File: src/rtl/intlv_pkg.sv
// Shared types and helpers for the interleaver-loop BIST sequencer.
package intlv_pkg;

    typedef enum logic [1:0] {
        ST_IDLE  = 2'd0,
        ST_SEND  = 2'd1,
        ST_DRAIN = 2'd2,
        ST_DONE  = 2'd3
    } state_t;

    localparam int DEF_CODEWORD_SIZE_IN_32 = 65;
    localparam int DEF_NUM_CODEWORDS       = 4;
    localparam int BLOCK_SIZE              = DEF_CODEWORD_SIZE_IN_32 * DEF_NUM_CODEWORDS;

    // Counters up to SAT_W bits wide are handled by zero-extending into sat_add.
    localparam int SAT_W = 64;

    function automatic logic [SAT_W-1:0] sat_add(input logic [SAT_W-1:0] a,
                                                 input logic [SAT_W-1:0] b,
                                                 input logic [SAT_W-1:0] max_v);
        logic [SAT_W:0] sum;
        sum = {1'b0, a} + {1'b0, b};
        if (sum > {1'b0, max_v}) begin
            sat_add = max_v;
        end else begin
            sat_add = sum[SAT_W-1:0];
        end
    endfunction

    function automatic logic [5:0] popcount32(input logic [31:0] v);
        logic [5:0] c;
        c = 6'd0;
        for (int i = 0; i < 32; i++) begin
            c = c + {5'd0, v[i]};
        end
        return c;
    endfunction

endpackage

File: src/rtl/intlv_err_accum.sv
// Lock window, saturating word/bit error counters and optional first-error capture.
// Optional capture is built only when INTLV_BIST_FIRST_ERR_EN is defined.
module intlv_err_accum
    import intlv_pkg::*;
#(
    parameter int CNT_W      = 32,
    parameter int LOCK_WORDS = 2
) (
    input  logic             clk,
    input  logic             rst,
    input  logic             clr,
    input  logic             word_vld,
    input  logic [CNT_W-1:0] rx_idx,
    input  logic [31:0]      chk_err,
    output logic             err_any_nxt,
    output logic [CNT_W-1:0] err_word_cnt,
    output logic [CNT_W-1:0] err_bit_cnt,
    output logic [CNT_W-1:0] first_err_idx,
    output logic [31:0]      first_err_syn
);

    localparam logic [CNT_W-1:0] CNT_MAX = {CNT_W{1'b1}};

    logic [CNT_W-1:0] word_q, word_d;
    logic [CNT_W-1:0] bit_q, bit_d;
    logic             hit_s;

    // Words inside the lock window are the checker seeding itself and never count.
    always_comb begin
        hit_s  = word_vld && (rx_idx >= CNT_W'(LOCK_WORDS)) && (chk_err != 32'd0);
        word_d = word_q;
        bit_d  = bit_q;
        if (clr) begin
            word_d = '0;
            bit_d  = '0;
        end else if (hit_s) begin
            word_d = CNT_W'(sat_add(SAT_W'(word_q), SAT_W'(1), SAT_W'(CNT_MAX)));
            bit_d  = CNT_W'(sat_add(SAT_W'(bit_q), SAT_W'(popcount32(chk_err)), SAT_W'(CNT_MAX)));
        end else begin
            word_d = word_q;
        end
        err_any_nxt = (word_d != '0);
    end

    // Error counter registers.
    always_ff @(posedge clk or posedge rst) begin
        if (rst) begin
            word_q <= '0;
            bit_q  <= '0;
        end else begin
            word_q <= word_d;
            bit_q  <= bit_d;
        end
    end

    assign err_word_cnt = word_q;
    assign err_bit_cnt  = bit_q;

`ifdef INTLV_BIST_FIRST_ERR_EN
    logic [CNT_W-1:0] fidx_q, fidx_d;
    logic [31:0]      fsyn_q, fsyn_d;

    // A zero word counter means no counted error yet; saturation never returns it to zero.
    always_comb begin
        fidx_d = fidx_q;
        fsyn_d = fsyn_q;
        if (clr) begin
            fidx_d = '0;
            fsyn_d = 32'd0;
        end else if (hit_s && (word_q == '0)) begin
            fidx_d = rx_idx;
            fsyn_d = chk_err;
        end else begin
            fidx_d = fidx_q;
        end
    end

    // First-error capture registers.
    always_ff @(posedge clk or posedge rst) begin
        if (rst) begin
            fidx_q <= '0;
            fsyn_q <= 32'd0;
        end else begin
            fidx_q <= fidx_d;
            fsyn_q <= fsyn_d;
        end
    end

    assign first_err_idx = fidx_q;
    assign first_err_syn = fsyn_q;
`else
    assign first_err_idx = '0;
    assign first_err_syn = 32'd0;
`endif

endmodule

File: src/rtl/intlv_bist_ctrl.sv
// BIST sequencer for the pre-interleaver / de-interleaver loop: FSM, tx/rx counts, timeout.
// Optional first-error capture enabled by INTLV_BIST_FIRST_ERR_EN.
module intlv_bist_ctrl
    import intlv_pkg::*;
#(
    parameter int CODEWORD_SIZE_IN_32 = DEF_CODEWORD_SIZE_IN_32,
    parameter int NUM_CODEWORDS       = DEF_NUM_CODEWORDS,
    parameter int CNT_W               = 32,
    parameter int TIMEOUT_CYC         = 4096,
    parameter int LOCK_WORDS          = 2
) (
    input  logic             clk,
    input  logic             rst,
    input  logic             start,
    input  logic             abort,
    input  logic [15:0]      cfg_num_blocks,
    input  logic             src_tready,
    output logic             src_tvalid,
    output logic             prbs_en,
    input  logic             sink_tvalid,
    input  logic [31:0]      chk_err,
    output logic             busy,
    output logic             done,
    output logic             pass,
    output logic             timeout,
    output logic             aborted,
    output logic             overrun,
    output logic [CNT_W-1:0] tx_cnt,
    output logic [CNT_W-1:0] rx_cnt,
    output logic [CNT_W-1:0] err_word_cnt,
    output logic [CNT_W-1:0] err_bit_cnt,
    output logic [CNT_W-1:0] first_err_idx,
    output logic [31:0]      first_err_syn
);

    localparam int               IDLE_W    = $clog2(TIMEOUT_CYC + 1);
    localparam logic [CNT_W-1:0] BLK_WORDS = CNT_W'(CODEWORD_SIZE_IN_32 * NUM_CODEWORDS);

    state_t            state_q, state_d;
    logic [CNT_W-1:0]  total_q, total_d;
    logic [CNT_W-1:0]  tx_cnt_q, tx_cnt_d;
    logic [CNT_W-1:0]  rx_cnt_q, rx_cnt_d;
    logic [IDLE_W-1:0] idle_q, idle_d;
    logic              src_tvalid_q, src_tvalid_d;
    logic              busy_q, busy_d;
    logic              done_q, done_d;
    logic              pass_q, pass_d;
    logic              timeout_q, timeout_d;
    logic              aborted_q, aborted_d;
    logic              overrun_q, overrun_d;

    logic              start_ok_s, in_run_s, accept_s, rx_word_s, go_done_s, err_any_s;
    logic [CNT_W-1:0]  tx_next_s, rx_next_s;

    // Next-state and registered-output computation for the whole sequencer.
    always_comb begin
        start_ok_s = start && ((state_q == ST_IDLE) || (state_q == ST_DONE));
        in_run_s   = (state_q == ST_SEND) || (state_q == ST_DRAIN);
        accept_s   = src_tvalid_q && src_tready;
        rx_word_s  = sink_tvalid && in_run_s;
        tx_next_s  = accept_s  ? (tx_cnt_q + CNT_W'(1)) : tx_cnt_q;
        rx_next_s  = rx_word_s ? (rx_cnt_q + CNT_W'(1)) : rx_cnt_q;

        state_d      = state_q;
        total_d      = total_q;
        tx_cnt_d     = tx_cnt_q;
        rx_cnt_d     = rx_cnt_q;
        idle_d       = idle_q;
        src_tvalid_d = src_tvalid_q;
        busy_d       = busy_q;
        done_d       = done_q;
        pass_d       = pass_q;
        timeout_d    = timeout_q;
        aborted_d    = aborted_q;
        overrun_d    = overrun_q;
        go_done_s    = 1'b0;

        case (state_q)
            ST_SEND: begin
                tx_cnt_d = tx_next_s;
                rx_cnt_d = rx_next_s;
                if (abort) begin
                    go_done_s = 1'b1;
                    aborted_d = 1'b1;
                end else if (accept_s && (tx_next_s == total_q)) begin
                    state_d      = ST_DRAIN;
                    src_tvalid_d = 1'b0;
                end else begin
                    state_d = ST_SEND;
                end
            end
            ST_DRAIN: begin
                rx_cnt_d = rx_next_s;
                idle_d   = sink_tvalid ? '0 : (idle_q + IDLE_W'(1));
                // Completion is tested before timeout, so a final word on the last idle slot passes.
                if (abort) begin
                    go_done_s = 1'b1;
                    aborted_d = 1'b1;
                end else if (rx_next_s == total_q) begin
                    go_done_s = 1'b1;
                end else if (idle_d == IDLE_W'(TIMEOUT_CYC)) begin
                    go_done_s = 1'b1;
                    timeout_d = 1'b1;
                end else begin
                    state_d = ST_DRAIN;
                end
            end
            ST_IDLE, ST_DONE: begin
                if (sink_tvalid) begin
                    overrun_d = 1'b1;
                    pass_d    = 1'b0;
                end else begin
                    overrun_d = overrun_q;
                end
                if (start_ok_s) begin
                    total_d   = CNT_W'(cfg_num_blocks) * BLK_WORDS;
                    tx_cnt_d  = '0;
                    rx_cnt_d  = '0;
                    idle_d    = '0;
                    timeout_d = 1'b0;
                    aborted_d = 1'b0;
                    overrun_d = 1'b0;
                    if (cfg_num_blocks == 16'd0) begin
                        state_d      = ST_DONE;
                        src_tvalid_d = 1'b0;
                        busy_d       = 1'b0;
                        done_d       = 1'b1;
                        pass_d       = 1'b1;
                    end else begin
                        state_d      = ST_SEND;
                        src_tvalid_d = 1'b1;
                        busy_d       = 1'b1;
                        done_d       = 1'b0;
                        pass_d       = 1'b0;
                    end
                end else begin
                    state_d = state_q;
                end
            end
            default: begin
                state_d      = ST_IDLE;
                src_tvalid_d = 1'b0;
                busy_d       = 1'b0;
                done_d       = 1'b0;
                pass_d       = 1'b0;
            end
        endcase

        if (go_done_s) begin
            state_d      = ST_DONE;
            src_tvalid_d = 1'b0;
            busy_d       = 1'b0;
            done_d       = 1'b1;
            pass_d       = (rx_cnt_d == total_q) && !err_any_s && !timeout_d
                           && !aborted_d && !overrun_q;
        end else begin
            busy_d = busy_d;
        end
    end

    // Sequencer state and all registered outputs.
    always_ff @(posedge clk or posedge rst) begin
        if (rst) begin
            state_q      <= ST_IDLE;
            total_q      <= '0;
            tx_cnt_q     <= '0;
            rx_cnt_q     <= '0;
            idle_q       <= '0;
            src_tvalid_q <= 1'b0;
            busy_q       <= 1'b0;
            done_q       <= 1'b0;
            pass_q       <= 1'b0;
            timeout_q    <= 1'b0;
            aborted_q    <= 1'b0;
            overrun_q    <= 1'b0;
        end else begin
            state_q      <= state_d;
            total_q      <= total_d;
            tx_cnt_q     <= tx_cnt_d;
            rx_cnt_q     <= rx_cnt_d;
            idle_q       <= idle_d;
            src_tvalid_q <= src_tvalid_d;
            busy_q       <= busy_d;
            done_q       <= done_d;
            pass_q       <= pass_d;
            timeout_q    <= timeout_d;
            aborted_q    <= aborted_d;
            overrun_q    <= overrun_d;
        end
    end

    intlv_err_accum #(
        .CNT_W      (CNT_W),
        .LOCK_WORDS (LOCK_WORDS)
    ) u_err_accum (
        .clk           (clk),
        .rst           (rst),
        .clr           (start_ok_s),
        .word_vld      (rx_word_s),
        .rx_idx        (rx_cnt_q),
        .chk_err       (chk_err),
        .err_any_nxt   (err_any_s),
        .err_word_cnt  (err_word_cnt),
        .err_bit_cnt   (err_bit_cnt),
        .first_err_idx (first_err_idx),
        .first_err_syn (first_err_syn)
    );

    assign src_tvalid = src_tvalid_q;
    assign prbs_en    = src_tvalid_q & src_tready;
    assign busy       = busy_q;
    assign done       = done_q;
    assign pass       = pass_q;
    assign timeout    = timeout_q;
    assign aborted    = aborted_q;
    assign overrun    = overrun_q;
    assign tx_cnt     = tx_cnt_q;
    assign rx_cnt     = rx_cnt_q;

endmodule

File: config.mk
export PLATFORM = sky130hd
export DESIGN_NAME = intlv_bist_ctrl
export DESIGN_NICKNAME = d
export VERILOG_FILES = /design/src/rtl/intlv_pkg.sv /design/src/rtl/intlv_err_accum.sv /design/src/rtl/intlv_bist_ctrl.sv
export SDC_FILE = /design/constraint.sdc
export NUM_CORES = 1
export LEC_CHECK = 0
export ABC_AREA = 1
export CORE_ASPECT_RATIO = 0.7
export CORE_MARGIN = 2
export CORE_UTILIZATION = 35
export CTS_CLUSTER_DIAMETER = 120
export DETAILED_ROUTE_END_ITERATION = 6
export MAX_ROUTING_LAYER = met4
export PLACE_DENSITY = 0.68
export SKIP_CTS_REPAIR_TIMING = 1
export SLEW_MARGIN = 40
export SYNTH_ARGS = -nofsm -noshare
export SYNTH_HDL_FRONTEND = slang
export SYNTH_SLANG_ARGS = --single-unit
File: constraint.sdc
create_clock -name clk -period 7.7 [get_ports clk]
set_input_delay 1.54 -clock clk [delete_from_list [all_inputs] [get_ports clk]]
set_output_delay 1.54 -clock clk [all_outputs]
set_load 0.03 [all_outputs]
==> summary.json, run 1 <==
{
  "outcome": {
    "run_status": "finished clean"
  },
  "setup_path": {
    "worst_ep_arrival_ns": 8.08,
    "critical_path.startpoint_type": "input port",
    "worst_path_max_delay_cell": "sky130_fd_sc_hd__fa_1",
    "critPathTopFamily": "adder cells",
    "worstSetupPathType": "input port to register",
    "crit_path_frequent_cell": "sky130_fd_sc_hd__fa_1",
    "crit_path_max_fanout": 6,
    "critPathMaxStageDelay_ns": 0.53,
    "setup.worst_path.end_class": "register",
    "critPathBufInv": 4,
    "cp_data_required_time_ns": 8.09
  },
  "placement": {
    "place.gp.congestion": 0.969,
    "io_buffer_count": 189,
    "place_hpwl_um": 39500
  },
  "pwr": {
    "sw_frac_of_total_pct": 50.5,
    "power.total_mw": 6.82,
    "clock_network_fraction_of_total_power_pct": 13.8,
    "leakage_nw": 8.87,
    "seqPwrFrac_pct": 21.9,
    "power_frac_comb_pct": 64.3,
    "net-switching-power_mw": 3.45,
    "power_density_nw_per_um2": 374,
    "irDropWorstVdd_v": 0.000343,
    "internal_power_mw": 3.37
  },
  "min_path": {
    "path_class_of_the_lowest_slack_min_delay_path": "register to register"
  },
  "sta": {
    "finClkSkew_ns": 0.0123,
    "timing.final.setup_violations": 0,
    "worst-slew-pin-transition_ns": 0.853,
    "clock.fmax_ghz": 0.130,
    "worst_slew_margin_rel_pct": 43.1,
    "fin_worst_hold_slack_ns": 0.475,
    "period_needed_ns": 7.69,
    "finalHoldViolCount": 0,
    "grt_setup_unrepaired": "yes",
    "timing_max_transition_violations_final": 0,
    "final.period_utilization_pct": 99.9
  },
  "synth": {
    "post_synth_mux_area_share_pct": 0,
    "synthDominantCellAreaShare_pct": 28.8,
    "synth_cell_area_um2": 15000,
    "count_of_warnings_emitted_by_yosys": 0,
    "simple_gate_area_share_of_the_yosys_netlist_pct": 36.8,
    "average_instance_area_after_synthesis_um2": 6.44,
    "synth_top_family_by_area": "simple AND/OR/NAND/NOR gates",
    "synth-compound-area-share_pct": 8.94,
    "yosys.area_share.xor_xnor_pct": 4.66,
    "synth_area_leaders": "sky130_fd_sc_hd__dfrtp_1 29%, sky130_fd_sc_hd__nand2_1 17%, sky130_fd_sc_hd__inv_1 8.7%, sky130_fd_sc_hd__nand3_1 7.6%, sky130_fd_sc_hd__nor2_1 5.8%",
    "synth_largest_area_cell": "sky130_fd_sc_hd__dfrtp_1",
    "netlist-cell-type-count": 49,
    "ys_seq_area_share_pct": 28.8,
    "synth_fa_ha_area_share_pct": 7.13,
    "postSynth.asyncResetShare_pct": 100,
    "synth-seq-cells": 173,
    "synth_top_flop_cell": "sky130_fd_sc_hd__dfrtp_1",
    "synth_enable_flop_cells": 0,
    "postSynthCellCount": 2332
  },
  "layout": {
    "syn2layout_area_growth_pct": 21.4,
    "fill_cells": 4365,
    "share_of_cells_above_drive_strength_1_pct": 6.18,
    "final_cell_mix": "665 x sky130_fd_sc_hd__nand2_1, 333 x sky130_fd_sc_hd__inv_1, 226 x sky130_fd_sc_hd__nor2_1",
    "layout.cells.most_common": "sky130_fd_sc_hd__nand2_1",
    "insertedDiodeCount": 0,
    "fin_nets": 2651
  },
  "clocking": {
    "cts_tree": "done",
    "clkLatencyLatePin_ns": 0.47,
    "clock-sinks": 173,
    "tritoncts.num_buffers": 17,
    "clkSlewWorstSetupHoldPaths_ns": 0.07,
    "ctsHtreeMaxLevel": 4,
    "clk_root_buffer_cell": "sky130_fd_sc_hd__clkbuf_16",
    "clock_path_buffers": 2
  },
  "floorplan": {
    "number_of_ports_placed_on_the_die_boundary": 254,
    "placement_rows": 63,
    "die-area_um2": 44600,
    "fp.coreArea_um2": 42300,
    "initial_core_util_pct": 35.5,
    "die_width_um": 252,
    "chipHeight_um": 177
  },
  "routing": {
    "routed_wirelength_um": 51800,
    "detailroute.via_count": 16000,
    "post_drt_wl_per_cell_um": 16.8,
    "initialDrtViolationCount": 1771,
    "route.detailed.drc": 0,
    "detail_route.first_pass.iterations": 6,
    "drt-vias-per-instance": 5.17,
    "postRouteAntennaNets": 0
  },
  "global_route": {
    "grt_first_pass_wirelength_um": 80000,
    "grt_pass1_vias": 14600,
    "grt_max_degree": 77,
    "total_routing_usage_reported_by_global_routing_pct": 23.5,
    "gr-total-overflow": 0,
    "number_of_antenna_violations_at_the_first_check_in_global_routing": 0
  },
  "run": {
    "maxCapViolCount": 0
  }
}
-- worst register-to-register path: stages, from the launching register on --
cell                      delay (ns)
sky130_fd_sc_hd__dfrtp_1        0.36
sky130_fd_sc_hd__inv_1          0.06
sky130_fd_sc_hd__ha_1           0.30
sky130_fd_sc_hd__buf_4          0.25
sky130_fd_sc_hd__nor2_4         0.61
sky130_fd_sc_hd__nand2_1        0.26
sky130_fd_sc_hd__nor2_1         0.42
sky130_fd_sc_hd__nand3_1        0.21
sky130_fd_sc_hd__nand2_1        0.11
sky130_fd_sc_hd__nand2_1        0.05
sky130_fd_sc_hd__nand2_1        0.06
sky130_fd_sc_hd__nand3_1        0.07
sky130_fd_sc_hd__nor2_1         0.10
sky130_fd_sc_hd__nand2_1        0.06
sky130_fd_sc_hd__nor2_1         0.20
sky130_fd_sc_hd__nand2_1        0.18
sky130_fd_sc_hd__nand2_1        0.14
sky130_fd_sc_hd__nand3_1        0.09
sky130_fd_sc_hd__nor2_1         0.20
sky130_fd_sc_hd__nand2_1        0.08
sky130_fd_sc_hd__nor2_1         0.22
sky130_fd_sc_hd__nand3_1        0.13
sky130_fd_sc_hd__a21oi_2        0.13
-- logic make-up after synthesis --
| logic type | count (synthesis) |
|---|---|
| xor+xnor | 80 |
| flops | 173 |
| simple gates | 1287 |
| compound gates | 249 |
| other cells | 1 |
| buf+inv | 472 |
| fa+ha+maj | 70 |
-- power by group through the flow --
| stage | Combinational [mW] | Clock (mW) | Sequential [mW] |
|---|---|---|---|
| after CTS | 4.06 | 0.951 | 1.48 |
| after floorplan | 2.48 | 0 | 1.67 |
| after global placement | 3.90 | 0 | 1.50 |
| after detailed placement | 4.02 | 0 | 1.50 |
| final | 4.39 | 0.938 | 1.49 |
| after global routing | 4.86 | 0.985 | 1.52 |
-- path summary, 6_finish.rpt --
path,from,to,slack (ns),depth (start not counted)
min in group asynchronous,rst,u_err_accum.err_word_cnt[29],1.49,2
max in group asynchronous,rst,tx_cnt[26],5.07,3
worst min-delay path,busy,busy,0.48,2
worst max register to register,state_q[0],pass,3.32,22
worst max-delay path,chk_err[0],u_err_accum.err_bit_cnt[28],0.006,28
worst min register to register,busy,busy,0.48,2
-- per-layer routing --
metal | GRT usage [%] | up-vias | wire length, µm
met5 | - | - | 0
met2 | 33.0 | 662 | 21500
met1 | 34.3 | 7540 | 24700
li1 | - | 7716 | -
met4 | 6.45 | 0 | 1160
met3 | 4.39 | 72 | 4380
-- registers in the layout, summed over array words and instances (netlist names), 2 cells and up --
name / cells
rx_cnt: 32
tx_cnt: 32
u_err_accum.err_bit_cnt: 32
u_err_accum.err_word_cnt: 32
total_q: 23
idle_q: 13
state_q: 2
-- cell usage after synthesis, drive strengths merged (3+ instances only) --
cell	number
nand3	229
nand3b	6
o21bai	4
inv	353
nand2	679
o21ai	138
nand4	60
xor2	74
nor2	248
and2	5
nor3	40
o22ai	33
a21oi	60
fa	26
dfrtp	173
xnor2	6
or2	3
o211ai	4
clkbuf	40
ha	44
buf	78
nor4	14
-- final cells by class --
class | count | area, µm² | share of cell area [%]
repair buffers | 230 | 2250 | 12.3
clock buffers | 19 | 443 | 2.43
flip-flops and latches | 173 | 4330 | 23.7
inverters | 354 | 1340 | 7.36
multi-input cells | 1750 | 9020 | 49.5
repair inverters | 1 | 7.51 | 0.0411
well taps | 552 | 691 | 3.78
clock inverters | 13 | 165 | 0.905
-- stage by stage --
step                setup TNS (ns)  area [µm²]  util (%)  std cells  worst slack, ns
detailed placement          -25.44       17400      41.2       3052           -0.910
CTS                         -10.22       18000      42.6       3084           -0.435
global route                 -4.73       18200      43.1       3092           -0.234
global placement            -19.63       17400      41.2       3052           -0.703
floorplan                 -0.00881       15300         -       2395         -0.00881
finish                           0       18200      43.1       3092          0.00585
No activity file was read; power rests on OpenSTA's default activity.
==> inputs of run 2 (changes only) <==
--- a/config.mk
+++ b/config.mk
@@ -7,14 +7,13 @@
 export LEC_CHECK = 0
 export ABC_AREA = 1
 export CORE_ASPECT_RATIO = 0.7
-export CORE_MARGIN = 2
+export CORE_MARGIN = 10
 export CORE_UTILIZATION = 35
 export CTS_CLUSTER_DIAMETER = 120
 export DETAILED_ROUTE_END_ITERATION = 6
 export MAX_ROUTING_LAYER = met4
 export PLACE_DENSITY = 0.68
 export SKIP_CTS_REPAIR_TIMING = 1
-export SLEW_MARGIN = 40
 export SYNTH_ARGS = -nofsm -noshare
 export SYNTH_HDL_FRONTEND = slang
 export SYNTH_SLANG_ARGS = --single-unit
==> summary.json, run 2 (synthesis gave the netlist of run 1 again) <==
{
  "setup_path": {
    "setup.worst_path.end_class": "register",
    "worst_ep_arrival_ns": 8.19,
    "worst_r2r_endpoint": "pass",
    "critPathMaxStageDelay_ns": 0.55,
    "reg2reg_from": "u_err_accum.err_word_cnt[1]",
    "worstSetupPathType": "input port to register",
    "crit_end": "u_err_accum.err_bit_cnt[29]",
    "critical_path.startpoint_type": "input port",
    "timing.reg2reg.setup_slack_ns": 3.73,
    "critPathTopFamily": "adder cells",
    "crit_path_frequent_cell": "sky130_fd_sc_hd__fa_1",
    "worst_r2r_path_depth": 18,
    "timing.critical_path.depth": 28,
    "cp_data_required_time_ns": 8.06,
    "critPathBufInv": 4,
    "worst_path_max_delay_cell": "sky130_fd_sc_hd__fa_1",
    "crit_path_max_fanout": 6,
    "worstSetupStartpoint": "chk_err[1]"
  },
  "clocking": {
    "ctsHtreeMaxLevel": 4,
    "tritoncts.num_buffers": 17,
    "cts_tree": "done",
    "clkLatencyLatePin_ns": 0.46,
    "clkSlewWorstSetupHoldPaths_ns": 0.07,
    "clock-sinks": 173,
    "clk_root_buffer_cell": "sky130_fd_sc_hd__clkbuf_16",
    "clock_path_buffers": 2
  },
  "layout": {
    "finalInstanceArea_um2": 18300,
    "total_area_of_multi_input_combinational_cells_um2": 9030,
    "share_of_cells_above_drive_strength_1_pct": 6.32,
    "fin_nets": 2658,
    "layout.area.seq_um2": 4330,
    "syn2layout_area_growth_pct": 22.1,
    "layout.cells.most_common": "sky130_fd_sc_hd__nand2_1",
    "fill_cells": 4363,
    "final_cell_mix": "662 x sky130_fd_sc_hd__nand2_1, 337 x sky130_fd_sc_hd__inv_1, 226 x sky130_fd_sc_hd__nor2_1"
  },
  "sta": {
    "worst_slew_margin_rel_pct": 30.2,
    "final.period_utilization_pct": 102,
    "grt_setup_unrepaired": "yes",
    "period_needed_ns": 7.83,
    "finClkSkew_ns": 0.00975,
    "finalHoldViolCount": 0,
    "clock.fmax_ghz": 0.128,
    "post_route_worst_setup_slack_ns": -0.132,
    "timing_max_transition_violations_final": 0,
    "fin_worst_hold_slack_ns": 0.527,
    "worst-slew-pin-transition_ns": 1.04,
    "timing.final.setup_violations": 26
  },
  "routing": {
    "postRouteAntennaNets": 0,
    "post_drt_wl_per_cell_um": 17.4,
    "route.detailed.drc": 1,
    "detailroute.via_count": 16000,
    "detail_route.first_pass.iterations": 7,
    "drt-vias-per-instance": 5.17,
    "routed_wirelength_um": 53900,
    "initialDrtViolationCount": 1797
  },
  "pwr": {
    "power_density_nw_per_um2": 383,
    "seqPwrFrac_pct": 21.3,
    "sw_frac_of_total_pct": 50.2,
    "leakage_nw": 8.92,
    "internal_power_mw": 3.50,
    "net-switching-power_mw": 3.52,
    "irDropWorstVdd_v": 0.000467,
    "power.total_mw": 7.02,
    "clock_network_fraction_of_total_power_pct": 14.2,
    "power_frac_comb_pct": 64.5
  },
  "global_route": {
    "number_of_antenna_violations_at_the_first_check_in_global_routing": 1,
    "gr-total-overflow": 0,
    "grt_first_pass_wirelength_um": 84700,
    "grt_max_degree": 85,
    "total_routing_usage_reported_by_global_routing_pct": 20.8,
    "grt_pass1_vias": 15100
  },
  "placement": {
    "post_dp_cell_area_um2": 17500,
    "io_buffer_count": 189,
    "place.gp.congestion": 0.953,
    "place_hpwl_um": 41700
  },
  "outcome": {
    "failing_checks": "design-rule violations, negative setup slack",
    "run_status": "complete, but fails checks"
  },
  "floorplan": {
    "die-area_um2": 51800,
    "fp.coreArea_um2": 42400,
    "initial_core_util_pct": 35.4,
    "number_of_ports_placed_on_the_die_boundary": 254,
    "die_width_um": 268,
    "placement_rows": 63,
    "chipHeight_um": 193
  },
  "min_path": {
    "path_class_of_the_lowest_slack_min_delay_path": "register to register"
  },
  "run": {
    "maxCapViolCount": 0
  }
}
run 2: power groups by stage:
stage	combinational [mW]	sequential [mW]	clock, mW
after floorplan	2.48	1.67	0
after CTS	4.09	1.49	1.01
after global placement	3.93	1.50	0
final	4.53	1.50	0.994
after detailed placement	4.06	1.50	0
after global routing	4.99	1.52	1.05
run 2: metal layers:
metal,global-route usage [%],routed length (µm),vias up
met1,29.3,25100,7616
met4,3.22,505,0
met2,30.6,23600,634
met5,-,0,-
met3,4.50,4610,39
li1,-,-,7726
run 2: worst min path at each step:
stage                      from     endpoint  slack (ns)  depth (start not counted)
finish               total_q[6]   total_q[6]        0.53                          2
global route        total_q[15]  total_q[15]        0.57                          2
CTS                  total_q[6]   total_q[6]        0.53                          2
detailed placement   total_q[6]   total_q[6]        0.51                          2
global placement     total_q[6]   total_q[6]        0.50                          2
floorplan            total_q[6]   total_q[6]        0.48                          2
run 2: cell type report:
cell class,instances,area share [%]
inverter,354,7.32
clock inverter,14,1.18
timing repair inverter,1,0.0409
tap,552,3.77
clock buffer,18,2.34
multi-input combinational,1750,49.3
antenna,1,0.0136
sequential,173,23.6
timing repair buffer,237,12.5
run 2: metrics by stage:
stage	TNS (ns)	cells	util, %	worst slack (ns)
2_1_floorplan	-0.00881	2395	-	-0.00881
3_3_place_gp	-20.50	3057	41.2	-0.740
3_5_place_dp	-28.99	3057	41.2	-1.02
4_1_cts	-15.72	3089	42.7	-0.623
5_1_grt	-8.17	3100	43.3	-0.371
6_report	-1.54	3100	43.3	-0.132
run 2: worst reg2reg max path, cell delays in order (launching register included):
cell,delay [ns]
sky130_fd_sc_hd__dfrtp_1,0.50
sky130_fd_sc_hd__ha_1,0.27
sky130_fd_sc_hd__nand2_2,0.08
sky130_fd_sc_hd__nor2_4,0.22
sky130_fd_sc_hd__nand2_1,0.12
sky130_fd_sc_hd__nor2_1,0.33
sky130_fd_sc_hd__nand4_1,0.21
sky130_fd_sc_hd__xor2_1,0.22
sky130_fd_sc_hd__nand2_1,0.07
sky130_fd_sc_hd__nor2_1,0.21
sky130_fd_sc_hd__nand3_2,0.67
sky130_fd_sc_hd__nand3_1,0.28
sky130_fd_sc_hd__nand3_1,0.18
sky130_fd_sc_hd__nand2_1,0.11
sky130_fd_sc_hd__nor2_1,0.04
sky130_fd_sc_hd__nand2_1,0.11
sky130_fd_sc_hd__nor2_1,0.09
sky130_fd_sc_hd__nand3_1,0.09
sky130_fd_sc_hd__a21oi_2,0.05
==> inputs of run 3 (changes only) <==
--- a/config.mk
+++ b/config.mk
@@ -14,6 +14,7 @@
 export MAX_ROUTING_LAYER = met4
 export PLACE_DENSITY = 0.68
 export SKIP_CTS_REPAIR_TIMING = 1
+export SLEW_MARGIN = 20
 export SYNTH_ARGS = -nofsm -noshare
 export SYNTH_HDL_FRONTEND = slang
 export SYNTH_SLANG_ARGS = --single-unit
==> results of run 3 <==
Same layout as run 2: the final DEF is identical, and so are final timing and power.
